==> src/rtl/if_stage_if.sv <==
// Fetch-stage bus: instruction-memory req/ack handshake, decode-side
// presentation (instr/pc/valid) with stall, and the redirect input.
interface if_stage_if;
  logic        imem_req;
  logic [31:0] imem_addr;
  logic        imem_ack;
  logic [31:0] imem_rdata;
  logic        stall;
  logic        redirect;
  logic [31:0] redirect_pc;
  logic [31:0] instr;
  logic [31:0] pc;
  logic [31:0] pc_plus4;
  logic        valid;

  modport master (
    output imem_req, imem_addr, instr, pc, pc_plus4, valid,
    input  imem_ack, imem_rdata, stall, redirect, redirect_pc
  );

  modport slave (
    input  imem_req, imem_addr, instr, pc, pc_plus4, valid,
    output imem_ack, imem_rdata, stall, redirect, redirect_pc
  );
endinterface

==> src/rtl/if_stage.sv <==
// Instruction-fetch stage: holds the fetch PC, keeps at most one memory request
// in flight, and presents one instruction to decode, dropping wrong-path data.
module if_stage #(
  parameter logic [31:0] RESET_PC  = 32'hBFC00000,
  parameter logic [31:0] NOP_INSTR = 32'h00000013
) (
  input logic         clk,
  input logic         rst,
  if_stage_if.master  io_bus
);

  typedef enum logic [1:0] {
    ST_IDLE    = 2'd0,
    ST_BUSY    = 2'd1,
    ST_DISCARD = 2'd2
  } state_t;

  state_t      r_state;
  logic [31:0] r_pc_q;
  logic [31:0] r_req_addr;
  logic [31:0] r_instr;
  logic [31:0] r_pc;
  logic        r_imem_req;
  logic        r_valid;

  logic        w_consume;
  logic [31:0] w_redirect_pc;
  logic [31:0] w_req_plus4;
  logic        w_unused_bits;

  assign w_consume     = r_valid & ~io_bus.stall;
  assign w_redirect_pc = {io_bus.redirect_pc[31:2], 2'b00};
  assign w_req_plus4   = r_req_addr + 32'd4;
  assign w_unused_bits = ^io_bus.redirect_pc[1:0];

  // Fetch FSM, PC and output register; the request stays up in DISCARD so the
  // memory handshake is always completed even after a redirect.
  always_ff @(posedge clk or posedge rst) begin
    if (rst) begin
      r_state    <= ST_IDLE;
      r_pc_q     <= RESET_PC;
      r_req_addr <= RESET_PC;
      r_imem_req <= 1'b0;
      r_instr    <= NOP_INSTR;
      r_pc       <= RESET_PC;
      r_valid    <= 1'b0;
    end else begin
      if (w_consume) begin
        r_valid <= 1'b0;
      end
      case (r_state)
        ST_IDLE: begin
          if (io_bus.redirect) begin
            r_pc_q  <= w_redirect_pc;
            r_valid <= 1'b0;
          end else if (!r_valid || !io_bus.stall) begin
            r_req_addr <= r_pc_q;
            r_imem_req <= 1'b1;
            r_state    <= ST_BUSY;
          end
        end
        ST_BUSY: begin
          if (io_bus.imem_ack && !io_bus.redirect) begin
            r_instr    <= io_bus.imem_rdata;
            r_pc       <= r_req_addr;
            r_valid    <= 1'b1;
            r_pc_q     <= w_req_plus4;
            r_imem_req <= 1'b0;
            r_state    <= ST_IDLE;
          end else if (io_bus.imem_ack) begin
            r_pc_q     <= w_redirect_pc;
            r_valid    <= 1'b0;
            r_imem_req <= 1'b0;
            r_state    <= ST_IDLE;
          end else if (io_bus.redirect) begin
            r_pc_q  <= w_redirect_pc;
            r_valid <= 1'b0;
            r_state <= ST_DISCARD;
          end
        end
        ST_DISCARD: begin
          if (io_bus.redirect) begin
            r_pc_q  <= w_redirect_pc;
            r_valid <= 1'b0;
          end
          if (io_bus.imem_ack) begin
            r_imem_req <= 1'b0;
            r_state    <= ST_IDLE;
          end
        end
        default: begin
          r_imem_req <= 1'b0;
          r_valid    <= 1'b0;
          r_state    <= ST_IDLE;
        end
      endcase
    end
  end

  assign io_bus.imem_req  = r_imem_req;
  assign io_bus.imem_addr = r_req_addr;
  assign io_bus.instr     = r_instr;
  assign io_bus.pc        = r_pc;
  assign io_bus.pc_plus4  = r_pc + 32'd4;
  assign io_bus.valid     = r_valid;

endmodule

==> src/flat_wrapper.sv <==
// flat-port wrapper written by rule: the top's interface ports become plain ports
module if_stage_flat 
#(
  parameter logic [31:0] RESET_PC  = 32'hBFC00000,
  parameter logic [31:0] NOP_INSTR = 32'h00000013
)
  (clk, rst, io_bus_imem_req, io_bus_imem_addr, io_bus_instr, io_bus_pc, io_bus_pc_plus4, io_bus_valid, io_bus_imem_ack, io_bus_imem_rdata, io_bus_stall, io_bus_redirect, io_bus_redirect_pc);
  if_stage_if io_bus_i ();
  input logic clk;
  input logic rst;
  output wire logic [$bits(io_bus_i.imem_req)-1:0] io_bus_imem_req;
  output wire logic [$bits(io_bus_i.imem_addr)-1:0] io_bus_imem_addr;
  output wire logic [$bits(io_bus_i.instr)-1:0] io_bus_instr;
  output wire logic [$bits(io_bus_i.pc)-1:0] io_bus_pc;
  output wire logic [$bits(io_bus_i.pc_plus4)-1:0] io_bus_pc_plus4;
  output wire logic [$bits(io_bus_i.valid)-1:0] io_bus_valid;
  input wire logic [$bits(io_bus_i.imem_ack)-1:0] io_bus_imem_ack;
  input wire logic [$bits(io_bus_i.imem_rdata)-1:0] io_bus_imem_rdata;
  input wire logic [$bits(io_bus_i.stall)-1:0] io_bus_stall;
  input wire logic [$bits(io_bus_i.redirect)-1:0] io_bus_redirect;
  input wire logic [$bits(io_bus_i.redirect_pc)-1:0] io_bus_redirect_pc;
  assign io_bus_imem_req = io_bus_i.imem_req;
  assign io_bus_imem_addr = io_bus_i.imem_addr;
  assign io_bus_instr = io_bus_i.instr;
  assign io_bus_pc = io_bus_i.pc;
  assign io_bus_pc_plus4 = io_bus_i.pc_plus4;
  assign io_bus_valid = io_bus_i.valid;
  assign io_bus_i.imem_ack = io_bus_imem_ack;
  assign io_bus_i.imem_rdata = io_bus_imem_rdata;
  assign io_bus_i.stall = io_bus_stall;
  assign io_bus_i.redirect = io_bus_redirect;
  assign io_bus_i.redirect_pc = io_bus_redirect_pc;
  if_stage #(.RESET_PC(RESET_PC), .NOP_INSTR(NOP_INSTR)) u_core (.clk(clk), .rst(rst), .io_bus(io_bus_i));
endmodule
==> config.mk <==
export PLATFORM = sky130hd
export DESIGN_NAME = if_stage_flat
export DESIGN_NICKNAME = d
export VERILOG_FILES = /design/src/rtl/if_stage_if.sv /design/src/rtl/if_stage.sv /design/src/flat_wrapper.sv
export SDC_FILE = /design/constraint.sdc
export NUM_CORES = 1
export LEC_CHECK = 0
export ABC_AREA = 1
export CORE_ASPECT_RATIO = 1.25
export CORE_UTILIZATION = 35
export DETAILED_ROUTE_END_ITERATION = 8
export DONT_BUFFER_PORTS = 1
export SLEW_MARGIN = 20
export SYNTH_ARGS = -nofsm -noshare
export SYNTH_HDL_FRONTEND = slang
export SYNTH_SLANG_ARGS = --single-unit
==> constraint.sdc <==
create_clock -name clk -period 4.05 [get_ports clk]
set_clock_uncertainty 0.2 [all_clocks]
set_input_delay 0.405 -clock clk [delete_from_list [all_inputs] [get_ports clk]]
set_output_delay 0.405 -clock clk [all_outputs]
set_load 0.05 [all_outputs]
# Word level (Yosys, flattened, before mapping)
# Cells that the tools add are included.
# totals
reg_bits,132
input_bits,69
out_inout_bits,130
elab_cells,51
# op_classes
addsub,2
eq_ne,6
n_mux,21
bitwise,3
reduce_logical,12
# ops
cell,count
$mux W32,3
$add A32 B3 Y32 const B,2
$pmux W32 S2,1
$mux W2,6
$mux W1,8
$pmux W2 S3,1
$ne A2 B2 Y1 const B,2
$ne A4 B3 Y1 const B,1
$reduce_and A2 Y1,2
$reduce_and A4 Y1,1
$logic_not A1 Y1,3
$pmux W1 S3,1
$reduce_and A3 Y1,1
$eq A2 B1 Y1 const B,1
$eq A2 B2 Y1 const B,1
$logic_not A2 Y1,1
$ne A2 B1 Y1 const B,1
$not A1 Y1,2
$pmux W1 S2,1
$reduce_bool A2 Y1,1
$reduce_or A2 Y1,1
$and A1 B1 Y1,1
$logic_and A1 B1 Y1,1
$logic_or A1 B1 Y1,1

# Depth between registers and ports, before layout
# logic_depth
depth_word,7
mapped_depth,11

# Worst setup path before layout
# OpenSTA, ideal clock, no wires.
# synth_timing
kind,reg-to-output
startpoint,register u_core.r_pc[2] (netlist: u_core.io_bus.pc[2])
endpoint,output io_bus_pc_plus4[22]
arrival_ps,2376
setup_slack_ps,1069
path_stages_with_launch,9
path_buffers,0
path_cell_list,dfrtp_1 ha_1 nand2_1 nor3_2 nand2_2 nor2_4 nand2_2 nor2_2 xor2_1
# synth_between
elab_chain_len,1
# synth_rtl
element,line_no,source
from (decl),if_stage.sv:22,logic [31:0] r_pc;
from (signal assigned),if_stage.sv:65,r_pc <= r_req_addr;
$add A32 B3 Y32,if_stage.sv:104,assign io_bus.pc_plus4 = r_pc + 32'd4;
to (decl),flat_wrapper.sv:15,output wire logic [$bits(io_bus_i.pc_plus4)-1:0] io_bus_pc_plus4;
# Every way passes these cells.

# Worst setup path in the final report
# Same ends and word-level chain as after synthesis.

==> out/metrics.sh <==
RUN_STATUS='complete, no violations'
SYN_AREA_PER_CELL_SQ_UM=7.53
NUM_ANTENNA_CELLS=0
GLOBAL_ROUTE.OVERFLOW_TOTAL=0
CORE_SQ_UM=20200
YOSYSMOSTFREQUENTCELL='sky130_fd_sc_hd__nand2_1'
HOLD_VIOLATIONS=0
SETUP_TOTAL_NEGATIVE_SLACK_NS=0
MAX_SLEW.WORST_PIN.SLEW_NS=1.02
TIMING.FINAL.SETUP_VIOLATIONS=0
GRT_PASS1_WL_UM=33900
FINAL_CLOCK_PERIOD_UTILIZATION_BY_THE_WORST_PATH_PCT=80.2
IO_BUFFER_COUNT=0
CLKSINKCOUNT=132
CLOCKPOWERSHARE_PCT=20.4
CELLINTERNALPOWER_uW=3630
WORST_SETUP_PATH_START_KIND='register'
ROWS=58
CRITICAL_PATH_ARRIVAL_NS=2.64
SYNTH_TOP_CELL_BY_AREA='sky130_fd_sc_hd__dfrtp_1'
CTS_MADE_BUFFERS=17
SYNTHTOPCELLSBYAREA='sky130_fd_sc_hd__dfrtp_1 (35%), sky130_fd_sc_hd__nand2_1 (20%), sky130_fd_sc_hd__dfstp_2 (11%)'
POST-LAYOUT-TOTAL-POWER_uW=7960
NNETSFINAL=1092
DIEAREA_SQ_UM=21200
SYNTH_FF_TYPE='sky130_fd_sc_hd__dfrtp_1'
SYNTH_SEQUENTIAL_AREA_RATIO_PCT=46.3
WORSTSETUPPATHTYPE='reg2out'
COMB_POWER_SHARE_PCT=27.1
PLACE.DETAILED.HPWL_UM=15200
TIMING.HOLD.WS_NS=0.0274
POWER.IR.VDD_WORST_V=0.000328
ROUTED-VIA-COUNT=6430
YS_ASYNC_SR_FRACTION_PCT=100
MAX-CAP-VIOLATIONS=0
VIAS_PER_CELL=4.93
SYN-INSTANCE-COUNT=959
YS_FF_LATCH=132
FINAL_ROUTED_WIRELENGTH_ACROSS_ALL_METAL_LAYERS_UM=21400
YOSYS_WARNINGS=0
CRITICAL-PATH-MAX-STAGE-DELAY_NS=0.72
DRT_FIRST_ITER_VIOLATIONS=424
REGISTER_AREA_SQ_UM=3340
FILL_CELLS=2098
LEAKAGEPOWER_uW=0.00401
DRIVE_ABOVE_1_SHARE_PCT=12.8
POST_DRT_WL_PER_CELL_UM=16.4
DRC_ERRORS=0
P_SW_uW=4330
CELL_WITH_THE_BIGGEST_INDIVIDUAL_DELAY_ON_THE_CRITICAL_PATH='sky130_fd_sc_hd__dfrtp_1'
COUNT_OF_FLIP_FLOPS_WITH_A_BUILT_IN_ENABLE_AFTER_SYNTHESIS=0
SYNTH.NET_COUNT=1030
GLOBALROUTETOTALUTIL_PCT=20.9
HOLDBUFCOUNTCTS=47
WORSTSKEWPAIRLATENCY_NS=0.42
CRIT_PATH_MAX_FANOUT=5
CTS_ROOT_BUF='sky130_fd_sc_hd__clkbuf_16'
POWER.SWITCHING_FRACTION_PCT=54.4
CTS_REPAIR_RESIZE_COUNT=0
TRITONCTS_CLOCK_TREE='built'
PATH_COMMON_CELL='sky130_fd_sc_hd__nand2_2'
CTS_HTREE_LEVELS=4
SLEW_HEADROOM_PCT=31.9
POST-ROUTE-MIN-PERIOD_NS=3.25
PWR-SHARE-SEQ_PCT=52.5
WORST-R2R-SETUP-SLACK_NS=1.65
DRT_FIRST_PASS_ITERS=5
CELLPOWERDENSITY_nW_PER_UM2=916
INITIAL_CORE_UTIL_PCT=35.8
POST-SYNTH-TOP-AREA-FRACTION_PCT=35.4
FLOORPLAN.IO_PINS=199
DIE_WIDTH_UM=130
RSZ0062_AT_GRT='no'
FMAX_GHz=0.308
POST_CTS_BUFFERS=0
SYNTH_AREA_SQ_UM=7220
WORSTSETUPENDPOINTTYPE='output pin'
FOOTPRINT_OF_THE_MULTI_INPUT_GATES_SQ_UM=3360
GRT_PASS1_VIAS=6322
AREA_GROWTH_SYN_TO_LAYOUT_PCT=20.5
REPORT.FINAL.SLEW_VIOL_COUNT=0
GRT_MAX_DEGREE=85
TOP_POST_SYNTHESIS_CELLS_BY_COUNT='sky130_fd_sc_hd__nand2_1 (388), sky130_fd_sc_hd__dfrtp_1 (102), sky130_fd_sc_hd__inv_1 (83)'
FP.DIEH_UM=163
WORSTHOLDPATHTYPE='in2reg'
WORST-ENDPOINT-REQUIRED_NS=3.44
NETLIST-CELL-TYPE-COUNT=39
ANTENNA_FOUND_INITIAL=0
PLACE.GP.CONGESTION=0.820
CLK_PIN_SLEW_NS=0.06
DRTANTENNAVIOLNETS=0
CTSLONGESTPATHBUFFERS=2
CRITICAL_PATH.CELL_CHAIN='ha_1 -> nand2_1 -> nor3_2 -> nand2_2 -> nor2_4 -> nand2_2 -> nor2_2 -> xor2_1 -> buf_4'
## flip-flops by register name, summed over array words and instances, names as in the netlist
| name | cells |
|---|---|
| u_core.io_bus.imem_addr | 32 |
| u_core.io_bus.imem_req | 1 |
| u_core.io_bus.pc | 32 |
| u_core.r_pc_q | 32 |
| u_core.r_state | 2 |
| u_core.io_bus.valid | 1 |
| u_core.io_bus.instr | 32 |
## stage by stage
step | area, sq um | setup slack (ns) | instances | utilization (%)
6_report | 8700 | 0.802 | 1304 | 43.1
5_1_grt | 8700 | 0.685 | 1304 | 43.1
4_1_cts | 8700 | 0.758 | 1304 | 43.1
3_5_place_dp | 7610 | 1.22 | 1225 | 37.7
3_3_place_gp | 7610 | 1.27 | 1225 | 37.7
2_1_floorplan | 7220 | 1.07 | 959 | -
## cell type report
type | instances | share of cell area, %
clock buffers | 17 | 4.89
clock inverters | 15 | 2.20
inverters | 88 | 3.84
multi-input cells | 703 | 38.6
flip-flops and latches | 132 | 38.4
well taps | 270 | 3.88
repair buffers | 79 | 8.17
## critical path: cells and delay by family, from the launching register on
family	cells	cell delay (ns)
fa+ha+maj	1	0.33
buf+inv	1	0.22
xor+xnor	1	0.16
flops	1	0.72
simple gates	6	0.80
## cell families after synthesis
logic type	after synthesis	synth area share, %
flops	132	46.3
xor+xnor	29	3.52
compound gates	124	10.1
buf+inv	124	7.25
simple gates	539	31.1
fa+ha+maj	2	0.347
mux	9	1.40
## placed cells by master, fill, tap and decap left out, types with 2 or more instances in the layout
| master | netlist | layout |
|---|---|---|
| sky130_fd_sc_hd__nor2_2 | 9 | 9 |
| sky130_fd_sc_hd__mux2_2 | 9 | 9 |
| sky130_fd_sc_hd__a32oi_1 | 7 | 7 |
| sky130_fd_sc_hd__nand4_1 | 7 | 7 |
| sky130_fd_sc_hd__dlygate4sd3_1 | 0 | 47 |
| sky130_fd_sc_hd__nor2_4 | 7 | 7 |
| sky130_fd_sc_hd__and2_1 | 3 | 3 |
| sky130_fd_sc_hd__o221ai_1 | 2 | 2 |
| sky130_fd_sc_hd__inv_1 | 83 | 82 |
| sky130_fd_sc_hd__a22oi_1 | 13 | 13 |
| sky130_fd_sc_hd__o211ai_1 | 11 | 11 |
| sky130_fd_sc_hd__o21ai_1 | 10 | 10 |
| sky130_fd_sc_hd__o21ai_0 | 70 | 70 |
| sky130_fd_sc_hd__clkbuf_16 | 0 | 17 |
| sky130_fd_sc_hd__clkinvlp_4 | 0 | 3 |
| sky130_fd_sc_hd__nor2_1 | 54 | 54 |
| sky130_fd_sc_hd__buf_4 | 7 | 32 |
| sky130_fd_sc_hd__nor3_1 | 12 | 12 |
| sky130_fd_sc_hd__nor4_1 | 2 | 2 |
| sky130_fd_sc_hd__inv_6 | 0 | 7 |
| sky130_fd_sc_hd__nand2_1 | 388 | 388 |
| sky130_fd_sc_hd__ha_1 | 2 | 2 |
| sky130_fd_sc_hd__a21oi_1 | 6 | 6 |
| sky130_fd_sc_hd__nand3_1 | 48 | 47 |
| sky130_fd_sc_hd__dfrtp_1 | 102 | 102 |
| sky130_fd_sc_hd__xor2_1 | 28 | 28 |
| sky130_fd_sc_hd__clkinv_1 | 2 | 2 |
| sky130_fd_sc_hd__bufinv_16 | 0 | 3 |
| sky130_fd_sc_hd__nand2_2 | 6 | 6 |
| sky130_fd_sc_hd__dfstp_2 | 30 | 30 |
| sky130_fd_sc_hd__inv_2 | 3 | 3 |
## power groups by stage
stage | Combinational (uW) | Sequential (uW) | Clock [uW]
floorplan | 1680 | 3920 | 0
global placement | 2080 | 4190 | 0
detailed placement | 2120 | 4210 | 0
CTS | 2180 | 4180 | 1660
global route | 2430 | 4280 | 1710
finish | 2160 | 4180 | 1620
## worst paths after layout
kind	end	cells past startpoint	start
worst max-delay path	io_bus_pc_plus4[22]	9	u_core.io_bus.pc[2]
worst min-delay path	u_core.r_pc_q[27]	5	io_bus_imem_ack
worst max register to register	u_core.r_pc_q[20]	10	u_core.io_bus.imem_addr[2]
worst min register to register	u_core.r_pc_q[15]	2	u_core.r_pc_q[15]
max in group asynchronous	u_core.io_bus.instr[17]	3	rst
min in group asynchronous	u_core.io_bus.pc[1]	3	rst
## metal layers
metal,track usage (%),vias to the layer above,share of wire (%)
met5,0,-,0
met4,7.00,0,1.8
met3,5.16,23,6.4
met2,35.0,186,49
met1,26.3,3031,43
li1,-,3190,-
No activity file was read; power rests on OpenSTA's default activity.
